File: src/rtl/fifo_arb_pkg.sv
// Shared types, defaults and index helper for the command-FIFO write arbiter
// and its round-robin picker.
package fifo_arb_pkg;

    typedef enum logic {
        ARB_IDLE   = 1'b0,
        ARB_LOCKED = 1'b1
    } arb_state_e;

    localparam int unsigned DEF_NUM_REQ    = 4;
    localparam int unsigned DEF_DATA_WIDTH = 18;
    localparam int unsigned DEF_TIMEOUT    = 64;

    // Modulo increment that also works for non-power-of-two requester counts.
    function automatic int unsigned next_idx(input int unsigned idx, input int unsigned n);
        return (idx + 1 >= n) ? 0 : idx + 1;
    endfunction

endpackage

File: src/rtl/rr_picker.sv
// Combinational round-robin picker: first asserted request searching from
// owner+1 upwards, wrapping modulo NUM_REQ.
module rr_picker
    import fifo_arb_pkg::*;
#(
    parameter int unsigned NUM_REQ   = DEF_NUM_REQ,
    parameter int unsigned IDX_WIDTH = $clog2(NUM_REQ)
) (
    input  logic [NUM_REQ-1:0]   req,
    input  logic [IDX_WIDTH-1:0] owner,
    output logic [IDX_WIDTH-1:0] idx,
    output logic                 valid
);

    logic [IDX_WIDTH-1:0] cand;

    always_comb begin
        idx   = owner;
        valid = 1'b0;
        cand  = owner;
        for (int unsigned i = 0; i < NUM_REQ; i++) begin
            cand = IDX_WIDTH'(next_idx(32'(cand), NUM_REQ));
            if (!valid && req[cand]) begin
                valid = 1'b1;
                idx   = cand;
            end
        end
    end

endmodule

File: src/rtl/fifo_write_arbiter.sv
// Packet-granular round-robin arbiter sharing the command FIFO write port,
// with forced release of an owner that stops requesting.
module fifo_write_arbiter
    import fifo_arb_pkg::*;
#(
    parameter int unsigned NUM_REQ    = DEF_NUM_REQ,
    parameter int unsigned DATA_WIDTH = DEF_DATA_WIDTH,
    parameter int unsigned TIMEOUT    = DEF_TIMEOUT,
    parameter int unsigned TO_WIDTH   = $clog2(TIMEOUT + 1),
    parameter int unsigned IDX_WIDTH  = $clog2(NUM_REQ)
) (
    input  logic                          i_Clk,
    input  logic                          i_Rst_n,
    input  logic [NUM_REQ-1:0]            i_Req,
    input  logic [NUM_REQ-1:0]            i_Req_Last,
    input  logic [NUM_REQ*DATA_WIDTH-1:0] i_Req_Data,
    output logic [NUM_REQ-1:0]            o_Ack,
    output logic                          o_Timeout,
    input  logic                          i_Fifo_Full,
    output logic                          o_Fifo_Data_Valid,
    output logic [DATA_WIDTH-1:0]         o_Fifo_Data,
    output logic                          o_Diag_State,
    output logic [IDX_WIDTH-1:0]          o_Diag_Owner
);

    arb_state_e            state_q, state_d;
    logic [IDX_WIDTH-1:0]  owner_q, owner_d;
    logic [TO_WIDTH-1:0]   cnt_q, cnt_d;
    logic                  valid_q, valid_d;
    logic [DATA_WIDTH-1:0] data_q, data_d;
    logic [NUM_REQ-1:0]    ack_q, ack_d;
    logic                  timeout_q, timeout_d;

    logic                  can_write;
    logic [IDX_WIDTH-1:0]  win_idx;
    logic                  win_valid;
    logic [DATA_WIDTH-1:0] win_data;
    logic [DATA_WIDTH-1:0] owner_data;

    rr_picker #(
        .NUM_REQ   (NUM_REQ),
        .IDX_WIDTH (IDX_WIDTH)
    ) u_picker (
        .req   (i_Req),
        .owner (owner_q),
        .idx   (win_idx),
        .valid (win_valid)
    );

    always_comb begin
        win_data   = '0;
        owner_data = '0;
        for (int unsigned k = 0; k < NUM_REQ; k++) begin
            if (IDX_WIDTH'(k) == win_idx) win_data = i_Req_Data[k*DATA_WIDTH +: DATA_WIDTH];
            if (IDX_WIDTH'(k) == owner_q) owner_data = i_Req_Data[k*DATA_WIDTH +: DATA_WIDTH];
        end
    end

    // A pending write blocks acceptance, so the full flag is fresh at the next decision.
    assign can_write = ~i_Fifo_Full & ~valid_q;

    always_comb begin
        state_d   = state_q;
        owner_d   = owner_q;
        cnt_d     = cnt_q;
        valid_d   = 1'b0;
        data_d    = '0;
        ack_d     = '0;
        timeout_d = 1'b0;
        unique case (state_q)
            ARB_IDLE: begin
                if (can_write && win_valid) begin
                    owner_d        = win_idx;
                    valid_d        = 1'b1;
                    data_d         = win_data;
                    ack_d[win_idx] = 1'b1;
                    if (!i_Req_Last[win_idx]) begin
                        state_d = ARB_LOCKED;
                        cnt_d   = '0;
                    end
                end
            end
            ARB_LOCKED: begin
                if (i_Req[owner_q]) begin
                    if (can_write) begin
                        valid_d        = 1'b1;
                        data_d         = owner_data;
                        ack_d[owner_q] = 1'b1;
                        cnt_d          = '0;
                        if (i_Req_Last[owner_q]) state_d = ARB_IDLE;
                    end
                end else if (cnt_q >= TO_WIDTH'(TIMEOUT - 1)) begin
                    // This idle cycle brings the count to TIMEOUT: release now.
                    state_d   = ARB_IDLE;
                    timeout_d = 1'b1;
                    cnt_d     = '0;
                end else begin
                    cnt_d = cnt_q + 1'b1;
                end
            end
            default: state_d = ARB_IDLE;
        endcase
    end

    always_ff @(posedge i_Clk or negedge i_Rst_n) begin
        if (!i_Rst_n) begin
            state_q   <= ARB_IDLE;
            owner_q   <= IDX_WIDTH'(NUM_REQ - 1);
            cnt_q     <= '0;
            valid_q   <= 1'b0;
            data_q    <= '0;
            ack_q     <= '0;
            timeout_q <= 1'b0;
        end else begin
            state_q   <= state_d;
            owner_q   <= owner_d;
            cnt_q     <= cnt_d;
            valid_q   <= valid_d;
            data_q    <= data_d;
            ack_q     <= ack_d;
            timeout_q <= timeout_d;
        end
    end

    assign o_Ack             = ack_q;
    assign o_Timeout         = timeout_q;
    assign o_Fifo_Data_Valid = valid_q;
    assign o_Fifo_Data       = data_q;
    assign o_Diag_State      = state_q;
    assign o_Diag_Owner      = owner_q;

endmodule

File: config.mk
export PLATFORM = sky130hd
export DESIGN_NAME = fifo_write_arbiter
export DESIGN_NICKNAME = d
export VERILOG_FILES = /design/src/rtl/fifo_arb_pkg.sv /design/src/rtl/rr_picker.sv /design/src/rtl/fifo_write_arbiter.sv
export SDC_FILE = /design/constraint.sdc
export NUM_CORES = 1
export LEC_CHECK = 0
export BUFFER_PORTS_ARGS = -buffer_cell sky130_fd_sc_hd__buf_4
export CAP_MARGIN = 25
export CORE_ASPECT_RATIO = 0.5
export CORE_UTILIZATION = 40
export DETAILED_ROUTE_END_ITERATION = 8
export PLACE_DENSITY = 0.74
export SLEW_MARGIN = 20
export SYNTH_ARGS = -nofsm -noshare
export SYNTH_HDL_FRONTEND = slang
export SYNTH_SLANG_ARGS = --single-unit
File: constraint.sdc
create_clock -name i_Clk -period 4.15 [get_ports i_Clk]
set_clock_uncertainty 0.2 [all_clocks]
set_input_delay 0.83 -clock i_Clk [delete_from_list [all_inputs] [get_ports i_Clk]]
set_output_delay 0.83 -clock i_Clk [all_outputs]
set_load 0.005 [all_outputs]
==> results summary <==
The run finished with clean final reports. The maximum achievable frequency is ~270 MHz. The detailed placement HPWL is between 6 and 7 mm. The clock tree from TritonCTS is yes. The CTS root buffer is clkbuf_16. The total setup violations reported at the end of the flow came out at 0. The area of the die came out at slightly below 8000 sq um. The area fraction of the dominant cell type after synthesis came out at a little over a quarter. Synthesis produced between 300 and 400 cells. The pre-CTS setup slack is about 0.47 ns. The number of antenna violations at the first check in global routing is 0. The antenna diode count is 0. After detailed routing, the wire length on met1 is 4.06 mm. Subtracting the final worst setup slack from the clock period gives 3.69 ns. The via count of the first global-routing pass is ~3000. The count of pins on the block boundary came out at between 100 and 150.

The synthesized netlist occupies a cell area of approximately 3000 sq um. The post-synthesis area per instance came out at roughly 8 sq um. Buffers inserted during clock tree synthesis total 5.

After routing, the total negative slack on setup checks comes to 0 ns. The hold-critical path depth came out at 2. In the global route stage, overall resource usage came out at between 20% and 30%. The fraction of layout cells with a size suffix above 1 came out at approximately a third. The clock transition at the registers of the reported paths came out at around 0.060 ns.

The global-route wire length before repair is about 15 mm. The reg-to-reg setup timing slack came out at approximately 0.46 ns. The weighted congestion at the end of routability-driven global placement came out at between 0.9 and 1.

The end-of-flow core utilization is between 50% and 60%. In this run the worst hold path is classified as flop to flop. In this run the critical register-to-register path is captured at o_Fifo_Data[1]. The pin count of the biggest net entering global routing is between 40 and 50. Counting the fill cells in the layout gives about 640. After floorplanning, the core was divided into 21 placement rows. In the final layout, flip-flops and latches occupy 853 sq um. The CTS sink count is 34. The quantity of gates resized following cts came out at 0. The source-to-sink clock delay at the later pin of the worst-skew pair is between 0.2 and 0.3 ns.

The number of nets at the end of the flow came out at 540. Summed over all layers, the global routing overflow is 0. In the routed design, unresolved DRC markers number 0. The amount of wire on met3 after detailed routing came out at 444 um.

The synthesis warning total is 0. The area added between synthesis and finish is 32.5%. The library cell used most frequently in the layout, excluding fill and tap cells, is buf_4.

After layout, the worst path uses around nine tenths of the clock period. The number of pins exceeding their max-slew limit in the final report is 0. Buffers inserted to repair hold after CTS numbered 0. The final setup slack of the worst path is between 0.4 and 0.5 ns. The number of design-rule violations left by the first detailed-router iteration came out at slightly below 200. The number of input and output port buffers inserted came out at about 110. After synthesis, flip-flops and latches occupy roughly 29% of the total area. The data required time of the worst path is around 4.1 ns. The count of cells along the worst register-to-register path is 8. The slew at the pin closest to its max-slew limit is a little under 1 ns. Synthesis inferred 34 register bits.

The number of max-capacitance violations reported came out at 0. dfrtp_1 takes more of the synthesized area than any other cell. The maximum VDD drop is about 350 uV. The count of vias placed by the detailed router is just over 3000. The total power divided by cell area is about 660 nW/um^2.

In the layout the commonest cells are buf_4 (118), nand2_1 (53), dfrtp_1 (32). The post-synthesis net count is ~450. The area used by multi-input combinational logic is between 1500 and 2000 sq um. For this design the static power due to leakage is 1.79 nW. The maximum count of clock buffers along a single path is 2. The synthesized design contains 0 enable-type register cells. By area the synthesized netlist is led by dfrtp_1 (27%), mux2i_1 (7.1%), nand2_1 (6.8%), a22o_1 (4.8%), o21ai_0 (4.6%). In the synthesized netlist the async set-or-reset flop fraction comes to between 90% and 100%. The source of the worst register-to-register timing path is o_Diag_Owner[0].

The setup path with the least slack is of type flop to flop. The hold violation total from the final report came to 0. The count of unique library cells instantiated by Yosys came out at just over 60.

In this run the most critical hold path is launched from cnt_q[6]. The normalized max-slew margin is a little over a third. In this run the top signal layer used is met4.

The final wirelength came out at about 9.1 mm. In the detailed route, the total length drawn on met2 is 4.52 mm. The horizontal die dimension came out at 123 um.

Setup repair after global routing left no endpoint under its margin. The dominant synthesized flop cell is dfrtp_1. The number of buffers inserted to repair setup after CTS came out at 0. The area inside the core boundary is around 6900 sq um. The routed wirelength normalized by instance count is 16.7 um. The maximum level of the CTS H-tree came out at 2. The capture endpoint of the worst hold path is cnt_q[6].

The count of non-filler cells in the finished layout came out at around 550. The vertical die dimension is approximately 63 um. The number of optimization iterations in the first detailed-route pass came out at 5. The data arrival time of the critical path came out at roughly 3.7 ns. For this configuration, the core starts out at a cell density of between 40% and 50%. The worst slack on hold paths came out at between 0.2 and 0.3 ns. Once detail routing completed, the nets flagged for antenna violations numbered 0. STA classifies the critical path endpoint as a flop. The highest net fanout along the worst path came out at 15. After detailed routing, the number of vias per cell comes to ~5.7. STA classifies the critical path startpoint as a flop. The placed instance count came out at roughly 540.
## through the flow
stage	area, sq um	total power [W]
after global routing	3900	0.00276
after global placement	3760	0.00217
final	3900	0.00258
after CTS	3890	0.00257
after floorplan	2940	0.00171
after detailed placement	3760	0.00220
## worst max-delay path, stage by stage (launching register included)
cell       delay [ns]
dfstp_2          0.70
inv_1            0.13
ha_1             0.54
nor4_4           0.40
a21oi_1          0.10
a2111oi_2        0.54
nor2_4           0.10
or2_0            0.53
o211ai_1         0.33
## layout make-up
type / count / share of cell area [%]
Sequential cell: 34 / 21.9
Inverter: 9 / 0.866
Clock buffer: 8 / 3.50
Timing Repair Buffer: 118 / 22.7
Tap cell: 92 / 2.95
Multi-Input combinational cell: 284 / 48.1
## synth_stat cells (3+ instances only)
library cell,count
nand2_1,53
dfrtp_1,32
o21ai_0,27
nand3_1,22
mux2i_1,21
a21oi_1,17
o211ai_1,17
a22o_1,16
a31oi_1,15
nor2_1,14
clkbuf_1,13
a22oi_1,10
inv_1,9
nor2b_1,8
buf_2,7
buf_4,5
buf_6,5
ha_1,5
o221ai_1,4
nand3b_1,3
o21ai_1,3
o22ai_1,3
or3_1,3
## power breakdown
part	switching, W	total, W	internal [W]
sequential	0.0000874	0.000550	0.000462
clock	0.000144	0.000368	0.000224
combinational	0.000943	0.00166	0.000717
total	0.00117	0.00258	0.00140
## per-layer routing
metal | vias to the layer above | global-route usage [%]
met5 | - | 0
met4 | 0 | 5.87
met3 | 9 | 3.38
met2 | 106 | 40.4
met1 | 1466 | 31.6
li1 | 1531 | -
## worst max path at each step
stage,to,startpoint,slack [ns]
6_report,o_Fifo_Data[1],o_Diag_Owner[0],0.46
5_1_grt,o_Fifo_Data[12],o_Diag_Owner[0],0.16
4_1_cts,o_Fifo_Data[2],o_Diag_Owner[0],0.43
3_5_place_dp,o_Fifo_Data[1],o_Diag_Owner[0],0.47
3_3_place_gp,cnt_q[3],o_Diag_Owner[0],0.58
2_1_floorplan,cnt_q[3],o_Diag_Owner[0],1.05
## registers in the layout (all words and copies together) (netlist names)
signal	flops
o_Fifo_Data_Valid	1
o_Ack	4
o_Timeout	1
o_Diag_State	1
o_Fifo_Data	18
cnt_q	7
o_Diag_Owner	2
## kinds of logic (layout without fill, tap and decap cells)
family	after synthesis	in the layout	synth area share, %
multiplexers	24	24	9.43
adder cells (fa/ha/maj)	5	5	2.12
AO/OA/AOI/OAI	131	131	30.9
buffers and inverters	41	135	7.56
flip-flops	34	34	29.0
AND/OR/NAND/NOR	124	124	21.0
Power figures use the tool's default switching activity.
